File: src/rtl/seg_pkg.sv
// Shared types and constants for the 7-segment scan driver and its decoder.
package seg_pkg;
    typedef enum logic {SHOW = 1'b0, GAP = 1'b1} scan_state_t;

    localparam int NIB_W      = 4;
    localparam int MAX_DIGITS = 8;
    localparam logic [MAX_DIGITS-1:0] DIGIT_OFF = '1;
endpackage

File: src/rtl/seg_scan_prescaler.sv
// Modulo-MOD counter with synchronous clear, count enable and a
// terminal-count pulse that is high only on an enabled last count.
module seg_scan_prescaler
    import seg_pkg::*;
#(
    parameter int MOD = 2
) (
    input  logic clk,
    input  logic rst_n,
    input  logic clr,
    input  logic en,
    output logic tc
);
    localparam int W = (MOD > 1) ? $clog2(MOD) : 1;
    localparam logic [W-1:0] LAST = W'(MOD - 1);

    logic [W-1:0] cnt;

    assign tc = en && (cnt == LAST);

    always_ff @(posedge clk) begin
        if (!rst_n || clr)
            cnt <= '0;
        else if (en)
            cnt <= tc ? '0 : cnt + W'(1);
    end
endmodule

File: src/rtl/seg_scan_driver.sv
// Time-multiplexed N-digit scan driver with dead time between digits and a
// pending/live word pair so the displayed value only changes at frame start.
module seg_scan_driver
    import seg_pkg::*;
#(
    parameter int N_DIGITS = 4,
    parameter int CLK_DIV  = 50000,
    parameter int DEAD_CYC = 8,
    parameter int LZ_BLANK = 1
) (
    input  logic                      clk,
    input  logic                      rst_n,
    input  logic                      en,
    input  logic                      load,
    input  logic [NIB_W*N_DIGITS-1:0] data_in,
    output logic                      load_ack,
    output logic                      pending,
    output logic [NIB_W-1:0]          nibble,
    output logic [N_DIGITS-1:0]       digit_sel,
    output logic                      frame_done
);
    localparam int IDX_W = $clog2(N_DIGITS);
    localparam logic [IDX_W-1:0]    LAST_IDX = IDX_W'(N_DIGITS - 1);
    localparam logic [N_DIGITS-1:0] OFF      = DIGIT_OFF[N_DIGITS-1:0];

    scan_state_t state, state_nx;
    logic [IDX_W-1:0]          idx;
    logic [NIB_W*N_DIGITS-1:0] live, pend_word;
    logic                      show_tc, gap_tc, wrap, promote;
    logic [N_DIGITS-1:0]       blank;
    logic                      upper_zero;
    logic [NIB_W-1:0]          cur_nib;

    seg_scan_prescaler #(.MOD(CLK_DIV)) u_show_ps (
        .clk   (clk),
        .rst_n (rst_n),
        .clr   (state != SHOW),
        .en    (en && state == SHOW),
        .tc    (show_tc)
    );

    seg_scan_prescaler #(.MOD(DEAD_CYC)) u_gap_ps (
        .clk   (clk),
        .rst_n (rst_n),
        .clr   (state != GAP),
        .en    (en && state == GAP),
        .tc    (gap_tc)
    );

    always_comb begin
        state_nx = state;
        case (state)
            SHOW:    if (show_tc) state_nx = GAP;
            GAP:     if (gap_tc)  state_nx = SHOW;
            default: state_nx = SHOW;
        endcase
    end

    always_ff @(posedge clk) begin
        if (!rst_n)
            state <= SHOW;
        else
            state <= state_nx;
    end

    // Both terminal counts already include en, so a frozen scan never wraps.
    assign wrap    = gap_tc && (idx == LAST_IDX);
    assign promote = wrap && pending;

    always_ff @(posedge clk) begin
        if (!rst_n)
            idx <= '0;
        else if (gap_tc)
            idx <= wrap ? '0 : idx + IDX_W'(1);
    end

    // A load coinciding with promotion becomes the next pending word.
    always_ff @(posedge clk) begin
        if (!rst_n) begin
            live      <= '0;
            pend_word <= '0;
            pending   <= 1'b0;
        end else begin
            if (promote) begin
                live    <= pend_word;
                pending <= load;
            end else if (load) begin
                pending <= 1'b1;
            end
            if (load)
                pend_word <= data_in;
        end
    end

    // Walk from the top digit down; a digit is blank once everything above
    // and including it is zero. Digit 0 always stays lit.
    always_comb begin
        blank      = '0;
        upper_zero = 1'b1;
        for (int i = N_DIGITS - 1; i > 0; i--) begin
            upper_zero = upper_zero && (live[NIB_W*i +: NIB_W] == '0);
            blank[i]   = (LZ_BLANK != 0) && upper_zero;
        end
    end

    always_comb begin
        cur_nib = '0;
        for (int i = 0; i < N_DIGITS; i++)
            if (idx == IDX_W'(i))
                cur_nib = live[NIB_W*i +: NIB_W];
    end

    always_ff @(posedge clk) begin
        if (!rst_n) begin
            nibble     <= '0;
            digit_sel  <= OFF;
            load_ack   <= 1'b0;
            frame_done <= 1'b0;
        end else begin
            load_ack   <= promote;
            frame_done <= show_tc && (idx == LAST_IDX);
            if (en && state == SHOW) begin
                nibble    <= cur_nib;
                digit_sel <= blank[idx] ? OFF : ~(N_DIGITS'(1) << idx);
            end else begin
                digit_sel <= OFF;
            end
        end
    end
endmodule

File: config.mk
export PLATFORM = sky130hd
export DESIGN_NAME = seg_scan_driver
export DESIGN_NICKNAME = d
export VERILOG_FILES = /design/src/rtl/seg_pkg.sv /design/src/rtl/seg_scan_prescaler.sv /design/src/rtl/seg_scan_driver.sv
export SDC_FILE = /design/constraint.sdc
export NUM_CORES = 1
export LEC_CHECK = 0
export ABC_AREA = 0
export CORE_AREA = 3 3 89 66
export DETAILED_ROUTE_END_ITERATION = 10
export DIE_AREA = 0 0 92 69
export PLACE_DENSITY = 0.77
export SYNTH_ARGS = -nofsm -noshare
export SYNTH_HDL_FRONTEND = slang
export SYNTH_SLANG_ARGS = --single-unit
File: constraint.sdc
create_clock -name clk -period 2.4 [get_ports clk]
set_input_delay 0.24 -clock clk [delete_from_list [all_inputs] [get_ports clk]]
set_output_delay 0.24 -clock clk [all_outputs]
set_load 0.01 [all_outputs]
==> results, run 1 <==
- The endpoint of the most critical register-to-register path is u_show_ps.cnt[13]$_SDFFE_PP0P_.
- In the final routed layout, each cell accounts on average for 13.2 um.
- The transition at the pin with the smallest max-transition slack is 0.440 ns.
- The initial antenna violation count is 0.
- After the flow finishes, the layout carries non-filler instances totaling 419.
- The number of buffers between clock root and the deepest sink is 2.
- The path class of the tightest hold or removal check is flop to flop.
- Measured against its own limit, the worst slew margin works out to 0.704.
- The worst clock skew on the final layout is 0.00838 ns.
- Summing all placed instances gives a cell area of 3170 um2.
- After detailed routing, the total wire length is 5550 um.
- The share of power burned in registers is 0.562.
- The I/O pin count is 31.
- The die boundary width is 92 um.
- In the finished design, the share of the clock period the worst path needs comes to 0.788.
- The max-slew violation total from the final report came to 0.
- During synthesis, Yosys emitted a total of 0 warnings.
- After the last flow step, the layout net total stands at 372.
- In this run the power density over the cells is 599 nW/um2.
- The analysis attributes to cell leakage a power of 0.00118 uW.
- Counting every net in the synthesized netlist gives 337.
- The category of the worst setup path capture point is a flop.
- CTS built an H-tree with a depth of 3.
- The worst path needs 1.89 ns of the cycle, external delays included.
- Of the cells placed in the final design, the portion with a size suffix greater than 1 is 0.0749.
- The peak ir drop on the vdd network is 0.492 mV.
- Synthesis produced a netlist whose cell count is 310.
- Of the total power, the share spent switching nets is 0.214.
- The routed layout has 2180 vias.
- The commonest cells after synthesis are 65 x sky130_fd_sc_hd__dfxtp_1, 54 x sky130_fd_sc_hd__nand2_1, 20 x sky130_fd_sc_hd__a21oi_1.
- The proportion of synthesized flip-flops having asynchronous set or reset is 0.
- The detailed-route vias per instance is 5.20.
- Summing every instance area after synthesis gives 2770 um2.
- For the worst setup path, the data required time is 2.61 ns.
- The later pin in the worst-skew pair is clocked with a latency of 0.33 ns.
- The first global-routing pass estimated 9490 um of wire.
- The post-route antenna net violation count is 0.
- The top-area cell type share of the netlist area is 0.470.
- The number of cells on the worst reg-to-reg path is 4.
- The netlist uses 37 different library cells.
- The last weighted congestion value of the routability-driven placer is 0.805.
- After clock tree synthesis, the repair step resized 0 gates.
- For this run, the total global-route usage over all layers was measured as 0.189.
- The clock transition at the registers of the reported paths is 0.06 ns.
- The flow ran to the end, and the final reports show no timing, DRC or antenna violations.
- The via count of the first global-routing pass was 2078.
- The hold-fix buffer count after cts is 0.
- The start of the worst register-to-register path is u_show_ps.cnt[7]$_SDFFE_PP0P_.
- The share of total power dissipated in combinational logic is 0.063.
- The clock share of power is 0.375.
- TritonCTS built the clock tree.
- The most used flip-flop cell after synthesis is sky130_fd_sc_hd__dfxtp_1.
- The setup path with the least slack is of type flop to flop.
- Buffers placed on the I/O ports in this run total 30.
- After detailed placement, the design holds a cell count of 406.
- The most frequently used cell type in the post-synthesis netlist is sky130_fd_sc_hd__dfxtp_1.
- Synthesis inferred 65 register bits.
- The total of endpoints with negative setup slack in the final report is 0.
- Of all nets on the critical path, the largest fanout is 14.
- For the worst setup path, the data arrival time is 2.10 ns.
- The count of unresolved DRC violations after routing is 0.
- Yosys attributes the largest share of cell area to sky130_fd_sc_hd__dfxtp_1 47%, sky130_fd_sc_hd__nand2_1 7.3%, sky130_fd_sc_hd__mux2i_1 6.1%.
- The pin count of the biggest net entering global routing is 22.
- The number of clock buffers added by TritonCTS is 9.
- The repair_antennas step left the layout with diodes totalling 0.
- The startpoint of the most critical hold path is pend_word[7]$_SDFFE_PN0P_.
- The core region is 5120 um2.
- The worst setup path startpoint is u_show_ps.cnt[7]$_SDFFE_PP0P_.
- In this run, synthesis inferred 0 flip-flops with an integrated enable.
- For this run, the top clock speed supported by timing is 529 MHz.
- The post-DP HPWL is 4040 um.
- The sequential element share of the synthesized area is 0.470.
- The cell sitting at the root of the clock tree is a sky130_fd_sc_hd__clkbuf_8.
- After clock tree synthesis, the setup repair step added 0 buffers.
- The die covers 6350 um2.
- The sum of negative setup slack is 0 ns.
- For this block, the initial DRC count from the detailed router was 159.
- Internal power comes to 1560 uW.
- The aggregate global routing overflow is 0.
- The area growth from synthesis to layout is 19.7%.
- Setup repair after global routing left no endpoint under its margin.
- The design draws 1990 uW.
- Before antenna repair, the detailed router went through 4 iterations.
- For this configuration, the core starts out at a cell density of 0.541.
- In this run the register-to-register setup slack is 0.51 ns.
- In this run the vertical extent of the chip is 69 um.
- The number of max-capacitance violations reported is 0.
- In this run the power spent charging and discharging nets is 426 uW.
- Summed over all instances, the cell type with the most area after synthesis is sky130_fd_sc_hd__dfxtp_1.
- The final hold violation count is 0.
- After routing the design area is 3320 um2.
- The total clock sinks is 65.
- Following the worst setup path forward leads to its endpoint at u_show_ps.cnt[13]$_SDFFE_PP0P_.
- STA classifies the critical path startpoint as a flop.
- The number of core rows is 22.
- After synthesis, the mean cell area works out to 8.94 um2.
## cells by family after synthesis
group	share of synthesized area
compound gates	0.129
xor+xnor	0.0411
fa+ha+maj	0.0316
buf+inv	0.0361
flops	0.470
mux	0.0614
simple gates	0.231
## layer usage
layer | GRT usage | wire, um
met1 | 0.269 | 2820
met2 | 0.262 | 2300
met3 | 0.0698 | 379
met4 | 0.0610 | 44
met5 | 0 | 0
## through the flow
| stage | hold WS, ns | worst slack [ns] | util |
|---|---|---|---|
| 3_5_place_dp | 0.458 | 0.372 | 0.618 |
| 3_3_place_gp | 0.450 | 0.420 | 0.618 |
| 5_1_grt | 0.484 | 0.434 | 0.648 |
| 6_report | 0.461 | 0.508 | 0.648 |
| 4_1_cts | 0.467 | 0.500 | 0.648 |
| 2_1_floorplan | 0.409 | 0.642 | - |
## cell usage in the layout (no fill, tap or decap), drive strengths merged, types with 2 or more instances in the layout
master | synthesis | layout
buf | 4 | 10
a22oi | 4 | 4
dfxtp | 65 | 65
nand2 | 54 | 54
clkbuf | 12 | 12
o21ai | 11 | 11
a21boi | 17 | 17
inv | 8 | 8
and3 | 2 | 2
ha | 7 | 7
nand3b | 3 | 3
xor2 | 3 | 3
nand3 | 5 | 5
nand4 | 3 | 3
and2 | 2 | 2
or4 | 3 | 3
nor4 | 7 | 7
nor2b | 18 | 18
nor2 | 17 | 17
clkdlybuf4s50 | 0 | 30
xnor2 | 10 | 10
nor3 | 7 | 7
nand4b | 2 | 2
a21oi | 20 | 20
mux2i | 17 | 17
## how the worst min path moves through the flow
stage | end | cells after the start
3_5_place_dp | live[10]$_SDFFE_PN0P_ | 2
6_report | live[7]$_SDFFE_PN0P_ | 2
4_1_cts | live[7]$_SDFFE_PN0P_ | 2
2_1_floorplan | pend_word[0]$_SDFFE_PN0P_ | 2
5_1_grt | live[15]$_SDFFE_PN0P_ | 2
3_3_place_gp | u_gap_ps.cnt[2]$_SDFFE_PP0P_ | 2
## critical path, cell delays in order (launching register included)
cell and delay, ns:
sky130_fd_sc_hd__dfxtp_1 0.35, sky130_fd_sc_hd__or4b_1 0.52, sky130_fd_sc_hd__or4_4 0.47, sky130_fd_sc_hd__o21bai_4 0.33
sky130_fd_sc_hd__nor2_1 0.10
## power groups by stage
| stage | Sequential [uW] | Clock [uW] | Combinational, uW |
|---|---|---|---|
| 6_report | 1120 | 744 | 125 |
| 2_1_floorplan | 1140 | 0 | 67.6 |
| 4_1_cts | 1120 | 769 | 126 |
| 5_1_grt | 1120 | 815 | 137 |
| 3_3_place_gp | 1140 | 0 | 123 |
| 3_5_place_dp | 1140 | 0 | 125 |
## cell type report
cell class                 count  area (um2)
fill                         457        1800
multi-input combinational    221        1370
sequential                    65        1300
timing repair buffer          40         375
clock buffer                  12         145
tap                           72        90.1
inverter                       8        30.0
clock inverter                 1        5.00
## sequential cells by signal, summed over array words and instances, names as in the netlist, 2 cells and up
signal and flops:
digit_sel 4, idx 2, live 16, nibble 4, pend_word 16, u_gap_ps.cnt 3, u_show_ps.cnt 16
Note: power is estimated with default switching activity, not from simulation.
==> run 2, diff against run 1 <==
Settings changed: CORE_AREA 3 3 89 66 to 3 3 93 69, DIE_AREA 0 0 92 69 to 0 0 96 72, PLACE_DENSITY 0.77 to 0.74.
Clock period 2.4 ns to 1.6 ns, I/O delays scaled along.
==> run 2 against run 1 <==
  * The run now ends with negative setup slack left
  * Critical endpoint is now u_show_ps.cnt[3]$_SDFFE_PP0P_
  * Sequential share of layout area fell by 2.4 points
  * Worst setup slack worse by 0.70 ns
  * Core utilization is 1.3 points lower
  * Power rose by 62%
==> results, run 2 (synthesis gave the netlist of run 1 again) <==
- The run finished, with violations left.
- The final reports fail on negative setup slack.
- The layout overhead on the synthesized area is 28.5%.
- The setup check on the worst reg-to-reg path leaves a slack of -0.19 ns.
- The critical path is of the flop to flop type.
- The endpoint of the most critical register-to-register path is u_show_ps.cnt[3]$_SDFFE_PP0P_.
- The overall track demand over capacity in global routing is 0.195.
- The total clock sinks is 65.
- Counting buffers and inverters, the worst setup path is 5 cells deep.
- In this run the worst setup path begins at u_show_ps.cnt[7]$_SDFFE_PP0P_.
- Buffers placed on the I/O ports in this run total 30.
- For this design, the CTS-stage hold fixing added 0 buffers.
- Counting both buffers and inverters, the worst setup path holds a total of 1.
- After the first detailed-routing iteration, the DRC count stood at 114.
- The pin count of the biggest net entering global routing is 32.
- The clock passes through at most 2 buffers.
- After filler insertion, the fill cell instance count of the layout stands at 486.
- Counting I/O delays and the setup requirement, the final critical path takes 1.79 ns.
- The sequential cell area in the final layout is 1310 um2.
- The overall die height is 72 um.
- The via count of the first global-routing pass was 2182.
- Before CTS, the worst setup slack after placement is -0.244 ns.
- In this run the core area contains 23 standard-cell rows.
- The library cell used most frequently in the layout, excluding fill and tap cells, is sky130_fd_sc_hd__dfxtp_1.
- The analysis attributes to cell leakage a power of 0.00130 uW.
- For this configuration, the core starts out at a cell density of 0.494.
- The finished cells cover 3560 um2.
- The worst-case IR drop observed on VDD is 0.544 mV.
- The detailed-route vias per instance is 5.20.
- The largest stage delay on the critical path is 0.53 ns.
- The largest registers in the layout are live: 16 flops, pend_word: 16 flops, u_show_ps.cnt: 16 flops.
- The data required time at the worst endpoint is 1.83 ns.
- The area of the core is 5610 um2.
- The power density relative to cell area is 903 nW/um2.
- The nature of the critical path startpoint is a flop.
- The number of CTS-inserted buffers is 9.
- The total power after layout is 3210 uW.
- Walking the worst path, the cells encountered are or4b_4 > or4_4 > o21bai_4 > buf_12 > nor2_1.
- Max-cap violations in this run came to 0.
- The endpoint of the worst setup timing path is u_show_ps.cnt[3]$_SDFFE_PP0P_.
- The area occupied by multi-input gates is 1400 um2.
- The first-pass detailed-route iteration total is 4.
- The via count is 2291.
- The count of antenna diodes in the layout is 0.
- Of the cells placed in the final design, the portion with a size suffix greater than 1 is 0.161.
- In this run the number of H-tree levels came out at 3.
- The share of the clock period used by the worst path after layout is 1.12.
- The worst clock skew on the final layout is 0.00800 ns.
- The slowest stage of the critical path belongs to the cell sky130_fd_sc_hd__or4b_4.
- The final core area utilization is 0.634.
- The data arrival time at the worst-slack endpoint is 2.02 ns.
- The maximum achievable frequency is 558 MHz.
- Setup repair after global routing could not meet its margin everywhere.
- The worst-path maximum fanout is 14.
- Setup violations remaining at the end of the flow were counted as 17.
- The worst setup slack after layout is -0.192 ns.
- In the final routed layout, each cell accounts on average for 13.8 um.
- The post-route antenna net violation count is 0.
- Once placement finished, the instance area stood at 3340 um2.
- The logic depth of the worst register-to-register path is 5.
- The internal power consumption is 2480 uW.
- The startpoint identified for the worst register-to-register timing path is u_show_ps.cnt[7]$_SDFFE_PP0P_.
- The floorplan step defined a die boundary enclosing 6910 um2.
- The share of total power dissipated in the clock network is 0.414.
- TritonCTS built the clock tree.
- The share of power burned in registers is 0.521.
- The clock root buffer is sky130_fd_sc_hd__clkbuf_8.
- The min-delay analysis places its worst path in the category input port to flop.
- For the pin with the worst max-slew slack, the measured transition is 0.378 ns.
- The worst pin sits at a relative slew slack of 0.746.
- Routability-driven placement finished with a final weighted congestion of 0.873.
- The overall routed net length is 6100 um.
- The count of unresolved DRC violations after routing is 0.
- The worst-case hold slack is 0.433 ns.
- Among cell families on the critical path, the largest total delay comes from simple AND/OR/NAND/NOR gates.
- The combinational group share of total power is 0.065.
- The global-route wire length before repair is 10200 um.
- The clock reaches the later pin of the worst-skew pair after 0.34 ns.
- The I/O pin count is 31.
- Detailed placement ended at an HPWL of 4470 um.
- For this design the total switching power over the nets is 734 uW.
- The post-layout net count is 389.
- The aggregate global routing overflow is 0.
- The initial antenna violation count is 0.
- After clock tree synthesis, the clock-pin slew on the worst setup and hold paths is 0.07 ns.
- The category of the worst setup path capture point is a flop.
- The max-slew violation total from the final report is 0.
- Of the total power, the share spent switching nets is 0.228.
- The final hold violation count is 0.
- The die boundary width is 96 um.
- In the layout the commonest cells are 58 x sky130_fd_sc_hd__dfxtp_1, 54 x sky130_fd_sc_hd__nand2_1, 30 x sky130_fd_sc_hd__clkdlybuf4s50_1.
[run 2: cell types whose count changed in the layout (fill, tap and decap cells not counted), sizes merged]
| cell | change |
|---|---|
| bufinv | +1 |
| buf | +17 |
| clkinv | +2 |
| clkinvlp | +2 |
| clkbuf | -3 |
[run 2: layout make-up]
| class | count | share of cell area |
|---|---|---|
| repair buffers | 57 | 0.153 |
| clock buffers | 9 | 0.0348 |
| well taps | 75 | 0.0264 |
| inverters | 8 | 0.00844 |
| multi-input cells | 221 | 0.392 |
| flip-flops and latches | 65 | 0.368 |
| clock inverters | 6 | 0.0169 |
[run 2: worst min path at each step]
stage	from	endpoint	slack, ns	cells past startpoint
floorplan	data_in[0]	pend_word[0]$_SDFFE_PN0P_	0.33	2
global placement	u_gap_ps.cnt[2]$_SDFFE_PP0P_	u_gap_ps.cnt[2]$_SDFFE_PP0P_	0.45	2
detailed placement	pend_word[7]$_SDFFE_PN0P_	live[7]$_SDFFE_PN0P_	0.46	2
CTS	data_in[6]	pend_word[6]$_SDFFE_PN0P_	0.42	3
global route	data_in[13]	pend_word[13]$_SDFFE_PN0P_	0.43	3
finish	data_in[13]	pend_word[13]$_SDFFE_PN0P_	0.43	3
[run 2: power by group through the flow]
stage | Sequential (uW) | Combinational (uW) | Clock [uW]
6_report | 1670 | 209 | 1330
5_1_grt | 1680 | 230 | 1430
4_1_cts | 1670 | 208 | 1350
3_5_place_dp | 1710 | 208 | 0
3_3_place_gp | 1710 | 203 | 0
2_1_floorplan | 1710 | 102 | 0
[run 2: metal layers]
layer | global-route usage | part of all wire | up-vias
li1 | - | - | 1170
met1 | 0.270 | 0.50 | 1052
met5 | 0 | 0 | -
met2 | 0.279 | 0.43 | 60
met3 | 0.0725 | 0.059 | 9
met4 | 0.0678 | 0.012 | 0
[run 2: per-stage QoR]
stage          cells  TNS, ns
5_1_grt          441    -3.70
2_1_floorplan    310    -1.59
3_3_place_gp     425    -4.03
3_5_place_dp     425    -5.40
6_report         441    -3.01
4_1_cts          441    -2.82
[run 2: what timing repair did]
action,4_1_cts,5_1_grt
buffers inserted,1,0
gates cloned,0,0
pin swaps,0,1
endpoints found under the setup margin,20,34
gates resized for setup,5,8
[run 2: worst reg2reg max path, stage by stage, from the launching register on]
cell and delay (ns):
sky130_fd_sc_hd__dfxtp_2 0.32, sky130_fd_sc_hd__or4b_4 0.53, sky130_fd_sc_hd__or4_4 0.48, sky130_fd_sc_hd__o21bai_4 0.16, sky130_fd_sc_hd__buf_12 0.15, sky130_fd_sc_hd__nor2_1 0.05
==> run 3, diff against run 2 <==
Settings changed: CORE_AREA 3 3 93 69 to 3 3 89 66, DIE_AREA 0 0 96 72 to 0 0 92 69, PLACE_DENSITY 0.74 to 0.77.
Clock period 1.6 ns to 2.3 ns, I/O delays scaled along.
==> run 3 against run 2 <==
  * The flow now finishes without violations
  * Sequential cell count stayed put
  * Highest routed layer unchanged
  * Clock-buffer cell count is 2 higher
  * Design area is 6.5% lower
  * Critical path depth is 1 lower
  * Core utilization is 1.6 points higher
  * Clock skew is 0.0038 ns lower
  * Critical path type unchanged
  * Wire length is 7.6% lower
  * Power is 34% lower
  * Worst setup slack better by 0.60 ns
==> results, run 3 (synthesis gave the netlist of run 1 again) <==
- The power density relative to cell area is 633 nW/um2.
- Derived from the worst setup path, the maximum achievable clock frequency is 529 MHz.
- Setup repair after global routing left no endpoint under its margin.
- The nature of the critical path startpoint is a flop.
- The TritonCTS clock tree is built.
- The count of filler cells inserted in the layout is 437.
- The critical path starts at u_show_ps.cnt[7]$_SDFFE_PP0P_.
- The total overflow left after global routing is 0.
- At the end of routability-driven placement, the weighted congestion stood at 0.832.
- In this run the horizontal extent of the chip is 92 um.
- The detail route stage leaves a number of antenna-violating nets equal to 0.
- The area of the core is 5120 um2.
- The number of core rows is 22.
- The post-DP HPWL is 4070 um.
- In this run the power spent charging and discharging nets is 472 uW.
- The worst register-to-register path has a depth of 4.
- The worst clock skew on the final layout is 0.00423 ns.
- The critical path goes through or4b_1 > or4_4 > o21bai_4 > nor2_1.
- The initial utilization of the core area, before any placement, comes to 0.541.
- Summed over all cells, the static leakage comes to 0.00120 uW.
- Headroom to the max-slew limit came out at 0.687.
- The area of the die is 6350 um2.
- On the critical path the largest part of the delay comes from simple AND/OR/NAND/NOR gates.
- Once the clock tree was built, the setup fixing pass inserted 0 buffers.
- The tree is rooted in a sky130_fd_sc_hd__clkbuf_8.
- 31 I/O pins were placed.
- Of the total power, the share spent switching nets is 0.224.
- The pin count of the biggest net entering global routing is 21.
- The library cells used most frequently in the layout, excluding fill and tap cells, are 65 x sky130_fd_sc_hd__dfxtp_1, 54 x sky130_fd_sc_hd__nand2_1, 30 x sky130_fd_sc_hd__clkdlybuf4s50_1.
- The routed length per instance is 13.4 um.
- The peak ir drop on the vdd network is 0.454 mV.
- The startpoint identified for the worst register-to-register timing path is u_show_ps.cnt[7]$_SDFFE_PP0P_.
- The starting DRC count in detailed routing is 130.
- The number of CTS-inserted buffers is 9.
- The category of the worst setup path capture point is a flop.
- For the pin with the worst max-slew slack, the measured transition is 0.469 ns.
- Across the run, the number of max-cap violations was 0.
- The largest registers in the layout are live: 16 flops, pend_word: 16 flops, u_show_ps.cnt: 16 flops.
- The via count of the first global-routing pass is 2035.
- Of the total power, the clock network draws 0.384.
- The number of buffers between clock root and the deepest sink is 2.
- The detailed router placed 2239 vias in this run.
- The library cell used most frequently in the layout, excluding fill and tap cells, is sky130_fd_sc_hd__dfxtp_1.
- The class of the tightest hold or removal check is flop to flop.
- The run finished with clean final reports.
- The overall routed net length is 5640 um.
- The internal power consumption is 1630 uW.
- The path type of the worst setup path is flop to flop.
- The data required time at the worst endpoint is 2.51 ns.
- For this run, the share of the core covered by cells in the final layout is 0.650.
- The share of power burned in registers is 0.554.
- The post-layout net count is 372.
- The critical path crosses 4 cells after its start point.
- The clock tree synthesis step divided the H-tree into 3 levels.
- Relative to the synthesized area, the layout overhead comes to 20.1%.
- The clock latency on the worst-skew pair is 0.34 ns.
- The master of the slowest instance on the critical path is sky130_fd_sc_hd__or4b_1.
- The finished cells cover 3330 um2.
- The hold-fix buffer count after cts is 0.
- The max-slew violation total from the final report is 0.
- The worst-path maximum fanout is 14.
- The share of total power dissipated in combinational logic is 0.062.
- The endpoint of the most critical register-to-register path is u_show_ps.cnt[14]$_SDFFE_PP0P_.
- The first detailed-routing pass took 4 iterations.
- Counting both buffers and inverters, the worst setup path holds a total of 0.
- In the routed layout, each cell is associated on average with a via count of 5.32.
- The placed cell area is 3170 um2.
- In this run the register-to-register setup slack is 0.41 ns.
- Post-CTS repair changed the size of 0 cells.
- The sum of negative setup slack is 0 ns.
- The clock drives 65 sinks.
- STA puts the critical path data arrival time at 2.10 ns.
- The final critical path time including I/O delays and setup is 1.89 ns.
- On the worst path, the slowest cell contributes a delay of 0.52 ns.
- Clock-pin slew was measured on the worst setup and hold paths at 0.06 ns.
- In the routed design, unresolved DRC markers number 0.
- Of the available clock period, the critical path in the final layout requires 0.821.
- Setup violations remaining at the end of the flow were counted as 0.
- The overall die height is 69 um.
- The final hold violation count was 0.
- The initial antenna violation count was 0.
- The overall track demand over capacity in global routing is 0.192.
- The repair_antennas step left the layout with diodes totalling 0.
- In the final layout, the share of cells above drive strength 1 is 0.0831.
- The first global-routing pass estimated 9650 um of wire.
- The number of input and output port buffers inserted is 30.
- Following the worst setup path forward leads to its endpoint at u_show_ps.cnt[14]$_SDFFE_PP0P_.
- The total power after layout is 2110 uW.
## run 3: cell count changes in the layout (fill, tap and decap cells not counted), moves of 3 or more
cell | before | now
sky130_fd_sc_hd__dfxtp_2 | 7 | 0
sky130_fd_sc_hd__buf_4 | 23 | 10
sky130_fd_sc_hd__a21boi_0 | 13 | 17
sky130_fd_sc_hd__buf_12 | 3 | 0
sky130_fd_sc_hd__a21boi_1 | 4 | 0
sky130_fd_sc_hd__dfxtp_1 | 58 | 65
## run 3: layer usage
metal  share of wire  wire length [um]  vias to the layer above  GRT usage
li1                -                 -                     1127          -
met1            0.50              2840                     1038      0.267
met2            0.41              2330                       66      0.273
met3           0.073               410                        8     0.0763
met4          0.0094                53                        0     0.0560
met5               0                 0                        -          0
## run 3: power groups by stage
stage | clock network [uW] | registers (uW) | logic (uW)
6_report | 809 | 1170 | 130
5_1_grt | 886 | 1170 | 143
4_1_cts | 836 | 1170 | 131
3_5_place_dp | 0 | 1190 | 130
3_3_place_gp | 0 | 1190 | 129
2_1_floorplan | 0 | 1190 | 70.6
## run 3: final cells by class
cell class | count | area [um2] | area share
clock buffer | 11 | 141 | 0.0425
clock inverter | 4 | 20.0 | 0.00602
inverter | 8 | 30.0 | 0.00903
multi-input combinational | 221 | 1370 | 0.411
sequential | 65 | 1300 | 0.391
tap | 72 | 90.1 | 0.0271
timing repair buffer | 40 | 375 | 0.113
## run 3: worst min-delay path by stage
stage	cells past startpoint	startpoint	end
CTS	2	live[1]$_SDFFE_PN0P_	live[1]$_SDFFE_PN0P_
floorplan	2	data_in[0]	pend_word[0]$_SDFFE_PN0P_
global route	2	pend_word[0]$_SDFFE_PN0P_	live[0]$_SDFFE_PN0P_
finish	2	pend_word[0]$_SDFFE_PN0P_	live[0]$_SDFFE_PN0P_
global placement	2	u_gap_ps.cnt[2]$_SDFFE_PP0P_	u_gap_ps.cnt[2]$_SDFFE_PP0P_
detailed placement	2	live[1]$_SDFFE_PN0P_	live[1]$_SDFFE_PN0P_
## run 3: worst reg2reg max path: cells and delay by family, from the launching register on
family           cells  cell delay [ns]
AND/OR/NAND/NOR      3             1.09
flip-flops           1             0.34
AO/OA/AOI/OAI        1             0.33
## run 3: through the flow
| stage | std cells | hold WS, ns | worst slack (ns) |
|---|---|---|---|
| final | 421 | 0.467 | 0.411 |
| after global routing | 421 | 0.490 | 0.313 |
| after CTS | 421 | 0.470 | 0.405 |
| after detailed placement | 406 | 0.460 | 0.183 |
| after global placement | 406 | 0.445 | 0.240 |
| after floorplan | 310 | 0.399 | 0.542 |
